`src/rtl/vid2is_pkg.sv`:
```
// Shared definitions for the clocked-video-input packet sequencer.
//   state_e     : sequencer FSM states
//   CTRL_TYPE   : packet type nibble of the Avalon-ST Video control packet
//   VID_TYPE    : packet type nibble of the Avalon-ST Video video packet
//   CTRL_BODY_LEN : number of control packet body symbols
//   ctrl_nibble : selects the control packet body symbol for a given index
package vid2is_pkg;

    typedef enum logic [2:0] {
        ST_IDLE      = 3'd0,
        ST_CTRL_HDR  = 3'd1,
        ST_CTRL_BODY = 3'd2,
        ST_VID_HDR   = 3'd3,
        ST_VIDEO     = 3'd4,
        ST_CLOSE     = 3'd5,
        ST_SKIP      = 3'd6
    } state_e;

    localparam logic [3:0] CTRL_TYPE     = 4'hF;
    localparam logic [3:0] VID_TYPE      = 4'h0;
    localparam logic [3:0] CTRL_BODY_LEN = 4'd9;

    // Body symbol idx: width nibbles MSB first, height nibbles MSB first, then
    // the interlace/field descriptor.
    function automatic logic [3:0] ctrl_nibble(input logic [3:0]  idx,
                                               input logic [15:0] w,
                                               input logic [15:0] h,
                                               input logic        il,
                                               input logic        fld);
        logic [3:0] n;
        case (idx)
            4'd0:    n = w[15:12];
            4'd1:    n = w[11:8];
            4'd2:    n = w[7:4];
            4'd3:    n = w[3:0];
            4'd4:    n = h[15:12];
            4'd5:    n = h[11:8];
            4'd6:    n = h[7:4];
            4'd7:    n = h[3:0];
            4'd8:    n = {il, fld, 2'b00};
            default: n = 4'h0;
        endcase
        return n;
    endfunction

endpackage

```
`src/rtl/vid2is_dim_counter.sv`:
```
// Frame dimension measurement for the packet sequencer.
// Counts samples per line and lines per frame into shadow registers and
// publishes them on commit.
//   clk, rst       : clock, async active-high reset
//   frame_start_i  : clear per-frame counters and shadows
//   sample_i       : one accepted active sample/beat
//   eol_i          : qualifies sample_i as the last of a line
//   hd_i           : 1 = one beat per pixel, 0 = SD (two samples per pixel)
//   commit_i       : copy shadows to outputs and mark dimensions valid
//   invalidate_i   : clear dims_valid_o (takes priority over commit_i)
//   width_o, height_o, dims_valid_o : published dimensions
module vid2is_dim_counter
    import vid2is_pkg::*;
#(
    parameter int CNT_WIDTH = 16
) (
    input  logic                 clk,
    input  logic                 rst,
    input  logic                 frame_start_i,
    input  logic                 sample_i,
    input  logic                 eol_i,
    input  logic                 hd_i,
    input  logic                 commit_i,
    input  logic                 invalidate_i,
    output logic [CNT_WIDTH-1:0] width_o,
    output logic [CNT_WIDTH-1:0] height_o,
    output logic                 dims_valid_o
);

    localparam logic [CNT_WIDTH-1:0] CNT_MAX = {CNT_WIDTH{1'b1}};
    localparam logic [CNT_WIDTH-1:0] CNT_ONE = {{(CNT_WIDTH-1){1'b0}}, 1'b1};

    logic [CNT_WIDTH-1:0] line_cnt_q, line_cnt_d;
    logic [CNT_WIDTH-1:0] shadow_w_q, shadow_w_d;
    logic [CNT_WIDTH-1:0] shadow_h_q, shadow_h_d;
    logic [CNT_WIDTH-1:0] width_q, width_d;
    logic [CNT_WIDTH-1:0] height_q, height_d;
    logic                 dims_valid_q, dims_valid_d;
    logic [CNT_WIDTH-1:0] line_inc_s;
    logic [CNT_WIDTH-1:0] height_inc_s;

    // Saturating counters, shadow capture at end of line, and commit
    always_comb begin
        line_inc_s   = (line_cnt_q == CNT_MAX) ? CNT_MAX : line_cnt_q + CNT_ONE;
        height_inc_s = (shadow_h_q == CNT_MAX) ? CNT_MAX : shadow_h_q + CNT_ONE;
        line_cnt_d   = line_cnt_q;
        shadow_w_d   = shadow_w_q;
        shadow_h_d   = shadow_h_q;
        width_d      = width_q;
        height_d     = height_q;
        dims_valid_d = dims_valid_q;

        if (frame_start_i) begin
            line_cnt_d = '0;
            shadow_w_d = '0;
            shadow_h_d = '0;
        end else if (sample_i && eol_i) begin
            line_cnt_d = '0;
            // SD carries two samples per pixel, so the pixel width is half
            shadow_w_d = hd_i ? line_inc_s : (line_inc_s >> 1);
            shadow_h_d = height_inc_s;
        end else if (sample_i) begin
            line_cnt_d = line_inc_s;
        end else begin
            line_cnt_d = line_cnt_q;
        end

        if (commit_i) begin
            width_d  = shadow_w_q;
            height_d = shadow_h_q;
        end else begin
            width_d  = width_q;
            height_d = height_q;
        end

        if (invalidate_i) begin
            dims_valid_d = 1'b0;
        end else if (commit_i) begin
            dims_valid_d = 1'b1;
        end else begin
            dims_valid_d = dims_valid_q;
        end
    end

    // Dimension state registers
    always_ff @(posedge clk or posedge rst) begin
        if (rst) begin
            line_cnt_q   <= '0;
            shadow_w_q   <= '0;
            shadow_h_q   <= '0;
            width_q      <= '0;
            height_q     <= '0;
            dims_valid_q <= 1'b0;
        end else begin
            line_cnt_q   <= line_cnt_d;
            shadow_w_q   <= shadow_w_d;
            shadow_h_q   <= shadow_h_d;
            width_q      <= width_d;
            height_q     <= height_d;
            dims_valid_q <= dims_valid_d;
        end
    end

    assign width_o      = width_q;
    assign height_o     = height_q;
    assign dims_valid_o = dims_valid_q;

endmodule

```
`src/rtl/vid2is_packet_sequencer.sv`:
```
// Packet sequencer in front of the clocked-video-input write buffer.
// Emits per frame an optional control packet (when dimensions are known)
// and a video packet, closes each frame with early_eop, measures dimensions
// and drops whole frames while the downstream FIFO is almost full.
//   clk, rst            : clock, async active-high reset
//   enable              : accept a new frame at the next vid_sof
//   hd_sdn, interlaced, vid_field : frame attributes sampled at vid_sof
//   vid_sof, vid_valid, vid_data, vid_eol : decoded video stream
//   fifo_almost_full    : drop the starting frame when high
//   status_clear        : clears overflow and sync_error
//   wrreq_out, data_out, packet_out, convert_out, hd_sdn_out, early_eop_out :
//                         registered write-buffer controls
//   frame_width, frame_height, dims_valid : last committed dimensions
//   overflow, sync_error : sticky status flags
module vid2is_packet_sequencer
    import vid2is_pkg::*;
#(
    parameter int BPS                     = 10,
    parameter int NUMBER_OF_COLOUR_PLANES = 2,
    parameter int DATA_WIDTH              = BPS * NUMBER_OF_COLOUR_PLANES,
    parameter int CNT_WIDTH               = 16
) (
    input  logic                  clk,
    input  logic                  rst,
    input  logic                  enable,
    input  logic                  hd_sdn,
    input  logic                  interlaced,
    input  logic                  vid_sof,
    input  logic                  vid_valid,
    input  logic [DATA_WIDTH-1:0] vid_data,
    input  logic                  vid_eol,
    input  logic                  vid_field,
    input  logic                  fifo_almost_full,
    input  logic                  status_clear,
    output logic                  wrreq_out,
    output logic [DATA_WIDTH-1:0] data_out,
    output logic                  packet_out,
    output logic                  convert_out,
    output logic                  hd_sdn_out,
    output logic                  early_eop_out,
    output logic [CNT_WIDTH-1:0]  frame_width,
    output logic [CNT_WIDTH-1:0]  frame_height,
    output logic                  dims_valid,
    output logic                  overflow,
    output logic                  sync_error
);

    state_e                state_q, state_d;
    logic [3:0]            body_cnt_q, body_cnt_d;
    logic                  mode_q, mode_d, il_q, il_d, fld_q, fld_d;
    logic                  samp_hd_q, samp_hd_d, samp_il_q, samp_il_d, samp_fld_q, samp_fld_d;
    logic                  ovf_q, ovf_d, serr_q, serr_d;
    logic                  wrreq_q, wrreq_d, packet_q, packet_d, convert_q, convert_d;
    logic                  hd_out_q, hd_out_d, eop_q, eop_d;
    logic [DATA_WIDTH-1:0] data_q, data_d;
    logic                  cur_hd_s, cur_il_s, cur_fld_s;
    logic                  decide_s, mode_change_s, dims_eff_s, ovf_set_s, serr_set_s;
    logic                  dims_valid_s;
    logic [CNT_WIDTH-1:0]  width_s, height_s;

    // Attributes of the starting frame: live at vid_sof, captured copy when the
    // decision is deferred to CLOSE
    always_comb begin
        if (vid_sof) begin
            samp_hd_d  = hd_sdn;
            samp_il_d  = interlaced;
            samp_fld_d = vid_field;
            cur_hd_s   = hd_sdn;
            cur_il_s   = interlaced;
            cur_fld_s  = vid_field;
        end else begin
            samp_hd_d  = samp_hd_q;
            samp_il_d  = samp_il_q;
            samp_fld_d = samp_fld_q;
            cur_hd_s   = samp_hd_q;
            cur_il_s   = samp_il_q;
            cur_fld_s  = samp_fld_q;
        end
    end

    // FSM next state, frame-start decision and sticky status flags
    always_comb begin
        state_d    = state_q;
        body_cnt_d = body_cnt_q;
        decide_s   = 1'b0;
        case (state_q)
            ST_IDLE:      decide_s = vid_sof && enable;
            ST_CTRL_HDR: begin
                state_d    = ST_CTRL_BODY;
                body_cnt_d = 4'd0;
            end
            ST_CTRL_BODY: begin
                if (body_cnt_q == (CTRL_BODY_LEN - 4'd1)) begin
                    state_d = ST_VID_HDR;
                end else begin
                    body_cnt_d = body_cnt_q + 4'd1;
                end
            end
            ST_VID_HDR:   state_d = ST_VIDEO;
            ST_VIDEO: begin
                if (vid_sof) begin
                    state_d = ST_CLOSE;
                end else begin
                    state_d = ST_VIDEO;
                end
            end
            ST_CLOSE: begin
                if (enable) begin
                    decide_s = 1'b1;
                end else begin
                    state_d = ST_IDLE;
                end
            end
            ST_SKIP: begin
                if (vid_sof && enable) begin
                    decide_s = 1'b1;
                end else if (vid_sof) begin
                    state_d = ST_IDLE;
                end else begin
                    state_d = ST_SKIP;
                end
            end
            default:      state_d = ST_IDLE;
        endcase

        // A mode change invalidates dimensions before the control-packet
        // decision; in CLOSE the commit of this cycle already counts as valid.
        mode_change_s = decide_s && (cur_hd_s != mode_q);
        dims_eff_s    = (dims_valid_s || (state_q == ST_CLOSE)) && !mode_change_s;
        mode_d        = mode_q;
        il_d          = il_q;
        fld_d         = fld_q;
        ovf_set_s     = 1'b0;
        if (decide_s) begin
            mode_d = cur_hd_s;
            il_d   = cur_il_s;
            fld_d  = cur_fld_s;
            if (fifo_almost_full) begin
                state_d   = ST_SKIP;
                ovf_set_s = 1'b1;
            end else if (dims_eff_s) begin
                state_d = ST_CTRL_HDR;
            end else begin
                state_d = ST_VID_HDR;
            end
        end else begin
            ovf_set_s = 1'b0;
        end

        serr_set_s = vid_valid && ((state_q == ST_IDLE) || (state_q == ST_CTRL_HDR) ||
                                   (state_q == ST_CTRL_BODY) || (state_q == ST_VID_HDR));
        if (ovf_set_s) begin
            ovf_d = 1'b1;
        end else if (status_clear) begin
            ovf_d = 1'b0;
        end else begin
            ovf_d = ovf_q;
        end
        if (serr_set_s) begin
            serr_d = 1'b1;
        end else if (status_clear) begin
            serr_d = 1'b0;
        end else begin
            serr_d = serr_q;
        end
    end

    // Write-buffer output mux, registered below
    always_comb begin
        wrreq_d   = 1'b0;
        data_d    = '0;
        packet_d  = 1'b0;
        convert_d = 1'b1;
        hd_out_d  = 1'b0;
        eop_d     = 1'b0;
        case (state_q)
            ST_CTRL_HDR: begin
                wrreq_d  = 1'b1;
                packet_d = 1'b1;
                data_d   = DATA_WIDTH'(CTRL_TYPE);
            end
            ST_CTRL_BODY: begin
                wrreq_d = 1'b1;
                data_d  = DATA_WIDTH'(ctrl_nibble(body_cnt_q, 16'(width_s), 16'(height_s),
                                                  il_q, fld_q));
            end
            ST_VID_HDR: begin
                wrreq_d  = 1'b1;
                packet_d = 1'b1;
                data_d   = DATA_WIDTH'(VID_TYPE);
            end
            ST_VIDEO: begin
                wrreq_d  = vid_valid;
                data_d   = vid_data;
                hd_out_d = mode_q;
            end
            ST_CLOSE:    eop_d = 1'b1;
            default:     eop_d = 1'b0;
        endcase
    end

    // State, frame attribute, status and output registers
    always_ff @(posedge clk or posedge rst) begin
        if (rst) begin
            state_q    <= ST_IDLE;
            body_cnt_q <= 4'd0;
            mode_q     <= 1'b0;
            il_q       <= 1'b0;
            fld_q      <= 1'b0;
            samp_hd_q  <= 1'b0;
            samp_il_q  <= 1'b0;
            samp_fld_q <= 1'b0;
            ovf_q      <= 1'b0;
            serr_q     <= 1'b0;
            wrreq_q    <= 1'b0;
            data_q     <= '0;
            packet_q   <= 1'b0;
            convert_q  <= 1'b1;
            hd_out_q   <= 1'b0;
            eop_q      <= 1'b0;
        end else begin
            state_q    <= state_d;
            body_cnt_q <= body_cnt_d;
            mode_q     <= mode_d;
            il_q       <= il_d;
            fld_q      <= fld_d;
            samp_hd_q  <= samp_hd_d;
            samp_il_q  <= samp_il_d;
            samp_fld_q <= samp_fld_d;
            ovf_q      <= ovf_d;
            serr_q     <= serr_d;
            wrreq_q    <= wrreq_d;
            data_q     <= data_d;
            packet_q   <= packet_d;
            convert_q  <= convert_d;
            hd_out_q   <= hd_out_d;
            eop_q      <= eop_d;
        end
    end

    vid2is_dim_counter #(
        .CNT_WIDTH (CNT_WIDTH)
    ) u_dim (
        .clk           (clk),
        .rst           (rst),
        .frame_start_i (state_q == ST_VID_HDR),
        .sample_i      ((state_q == ST_VIDEO) && vid_valid),
        .eol_i         (vid_eol),
        .hd_i          (mode_q),
        .commit_i      (state_q == ST_CLOSE),
        .invalidate_i  (mode_change_s),
        .width_o       (width_s),
        .height_o      (height_s),
        .dims_valid_o  (dims_valid_s)
    );

    assign wrreq_out     = wrreq_q;
    assign data_out      = data_q;
    assign packet_out    = packet_q;
    assign convert_out   = convert_q;
    assign hd_sdn_out    = hd_out_q;
    assign early_eop_out = eop_q;
    assign frame_width   = width_s;
    assign frame_height  = height_s;
    assign dims_valid    = dims_valid_s;
    assign overflow      = ovf_q;
    assign sync_error    = serr_q;

endmodule
```
`config.mk`:
```
export PLATFORM = sky130hd
export DESIGN_NAME = vid2is_packet_sequencer
export DESIGN_NICKNAME = d
export VERILOG_FILES = /design/src/rtl/vid2is_pkg.sv /design/src/rtl/vid2is_dim_counter.sv /design/src/rtl/vid2is_packet_sequencer.sv
export SDC_FILE = /design/constraint.sdc
export NUM_CORES = 1
export LEC_CHECK = 0
export CAP_MARGIN = 10
export CORE_MARGIN = 2
export CORE_UTILIZATION = 58
export CTS_BUF_LIST = sky130_fd_sc_hd__clkbuf_4
export DETAILED_ROUTE_END_ITERATION = 8
export DONT_BUFFER_PORTS = 1
export GPL_TIMING_DRIVEN = 0
export PLACE_DENSITY = 0.74
export SLEW_MARGIN = 20
export SYNTH_ARGS = -nofsm -noshare
export SYNTH_HDL_FRONTEND = slang
export SYNTH_SLANG_ARGS = --single-unit
```
`constraint.sdc`:
```
create_clock -name clk -period 11.15 [get_ports clk]
set_input_delay 1.6725 -clock clk [delete_from_list [all_inputs] [get_ports clk]]
set_output_delay 1.6725 -clock clk [all_outputs]
set_load 0.05 [all_outputs]
```
==> reports/results.tsv <==
stage	metric	value	unit
outcome	status	finished, final reports clean	
cts	CTS Hold Bufs	0	
setup_path	CP Depth	0	
setup_path	Required @ worst endpoint	9480	ps
yosys	Post-synth top flop	dfrtp_1	
sta	Sum Neg Setup Slack	0	ps
setup_path	CP max FO	3	
cells_and_area	layout cell share with drive strength beyond 1	11.6	%
yosys	Post-synth EDFFs	0	
sta	final hold violation count	0	
min_path	Hold Path Cell Cnt	2	
global_routing	total grt overflow	0	
route	DR vias/cell	6.21	
power	switching pwr	0.681	mW
sta	slew margin rel.	59.4	%
floorplan	Die Y	104	µm
cts	Root Buffer	clkbuf_4	
cts	CTS tree	yes	
global_routing	gr usage total	26.5	%
cells_and_area	ANT cells	0	
cts	worst-skew pair later-pin latency	530	ps
power	Static Leak	2.76	nW
place	IO buf count	0	
cts	H-tree levels	4	
setup_path	crit path capture type	output port	
floorplan	# IOs	91	
sta	crit share post-route	26.2	%
yosys	count leader, synth	dfrtp_1	
place	Placer Congestion	0.929	
power	Max VDD drop	145	µV
yosys	synthesized cell area	5780	µm²
yosys	syn_area_per_cell	9.82	µm²
cells_and_area	filler cell count	830	
sta	fin. max-slew vios	0	
yosys	top cells by area, synth	dfrtp_1 (52%), nand2_1 (5.8%), mux2_2 (4.7%), o21ai_0 (3.8%), a21oi_1 (2.6%)	
yosys	Seq/Total Area, Yosys	51.9	%
yosys	Post-synth top cells	dfrtp_1 (120), nand2_1 (89), o21ai_0 (44)	
place	DP HPWL	10200	µm
cells_and_area	Area growth syn-to-layout	8.81	%
floorplan	# rows	36	
sta	Slew @ Worst Pin	610	ps
place	dpl cells	723	
yosys	Ys Warns	0	
setup_path	critical path class	reg2out	
route	DR iter-0 viols	360	
sta	fin crit period	2930	ps
cts	clock sink count	120	
cts	Clock Path Buffers	2	
floorplan	die area	10800	µm²
yosys	post-synth cell types	60	
global_routing	initial antenna violation count	0	
flow_run	max cap viols	0	
yosys	Yosys top cell area share	51.9	%
route	Antenna Violating Nets Remaining	0	
cts	clock buffer count from CTS	17	
yosys	Yosys top cell by area	dfrtp_1	
yosys	post-synthesis async set-or-reset flop share	100	%
cells_and_area	Finished Layout Cells	754	
route	Vias	4684	
sta	Setup violations, final	0	
global_routing	first-pass GRT wire length	22700	µm
cells_and_area	Final nets	646	
cts	CTS resizes	0	
setup_path	crit start category	flip-flop	
yosys	FF+latch count, synth	120	
min_path	Worst Hold Class	reg2reg	
route	Post-route DRC	0	
cells_and_area	Core Util, Final	64.7	%
route	1st-pass router iterations	5	
global_routing	maximum number of pins on one net before global-route repair	68	
power	register share of total power	52.8	%
floorplan	Die X-Extent	104	µm
setup_path	Crit path arrival time	1250	ps
power	sw frac	44.9	%
sta	FMAX	342	MHz
sta	skew final	14.2	ps
cts	CTS clk-pin slew, worst paths	100	ps
power	internal power	0.836	mW
cts	Setup Fix Bufs, Post-CTS	0	
setup_path	cell count of the worst reg-to-reg path	6	
floorplan	Initial Util	59.4	%
sta	Min Hold Slack	510	ps
route	drt total wl	13800	µm
power	clock network fraction of total power	22.2	%
power	combinational group share of total power	25.1	%
yosys	syn_nets	626	
floorplan	core footprint	9730	µm²
global_routing	vias in the first global route	4394	
yosys	Post-Synthesis Cells	589	
route	per-cell routed wire length	18.3	µm
sta	RSZ-0062 raised after global routing	false	
power	pwr/cell area	241	nW/µm²
[state kept, by name (all words and copies together) (netlist names), 3 cells and up]
name and flops:
u_dim.shadow_h_q 16, u_dim.height_o 16, u_dim.line_cnt_q 16, state_q 3, u_dim.width_o 16, u_dim.shadow_w_q 16, body_cnt_q 4, data_out 20
[final cells by class]
cell class	count	area [µm²]	share of cell area [%]
Clock inverter	14	183	2.90
Tap cell	133	166	2.65
Buffer	38	161	2.57
Clock buffer	17	128	2.03
Multi-Input combinational cell	417	2560	40.8
Sequential cell	120	3000	47.7
Inverter	14	57.6	0.915
Timing Repair Buffer	1	27.5	0.438
[power by group through the flow]
| stage | Sequential, mW | Clock, mW | Combinational [mW] |
|---|---|---|---|
| 4_1_cts | 0.798 | 0.342 | 0.378 |
| 2_1_floorplan | 0.773 | 0 | 0.293 |
| 3_3_place_gp | 0.804 | 0 | 0.364 |
| 3_5_place_dp | 0.805 | 0 | 0.377 |
| 5_1_grt | 0.811 | 0.364 | 0.426 |
| 6_report | 0.800 | 0.336 | 0.380 |
[cell usage in the layout (no fill, tap or decap), types with 17 or more instances in the layout]
cell type,count
a21oi_1,30
mux2_2,24
clkbuf_1,28
nand2_1,89
nand3_1,26
clkbuf_4,17
dfrtp_1,120
and2_1,19
nor2_1,34
o21ai_0,44
[cell families (layout without fill, tap and decap cells)]
logic type,after synthesis,after routing,synth area share (%)
and+or+nand+nor,216,216,18.5
xor gates and xnor gates,9,9,1.36
muxes,30,30,5.71
adders and majority gates,6,6,1.30
DFF,120,120,51.9
AOI/OAI and AO/OA,155,155,17.4
other,1,1,0.0649
buffers and inverters,52,84,3.70
[metal layers]
| metal | wire length, µm | GRT usage (%) |
|---|---|---|
| met2 | 6390 | 40.7 |
| met3 | 1210 | 9.82 |
| met1 | 5800 | 34.9 |
| met4 | 376 | 9.27 |
| met5 | 0 | 0 |
[through the flow]
stage | power, mW | worst slack (ps) | area, µm²
after floorplan | 1.07 | 6290 | 5780
after global placement | 1.17 | 5230 | 5950
after detailed placement | 1.18 | 7850 | 5980
after CTS | 1.52 | 8200 | 6290
after global routing | 1.60 | 8160 | 6290
final | 1.52 | 8220 | 6290
[path summary, 6_finish.rpt]
| kind | from | to | slack, ps |
|---|---|---|---|
| worst max-delay path | u_dim.width_o[12] | frame_width[12] | 8220 |
| worst min-delay path | u_dim.shadow_w_q[15] | u_dim.shadow_w_q[15] | 510 |
| worst max register to register | u_dim.shadow_h_q[0] | u_dim.shadow_h_q[3] | 8750 |
| worst min register to register | u_dim.shadow_w_q[15] | u_dim.shadow_w_q[15] | 510 |
| max in group asynchronous | rst | u_dim.shadow_w_q[10] | 9410 |
| min in group asynchronous | rst | data_out[8] | 1080 |
Note: power is estimated with default switching activity, not from simulation.
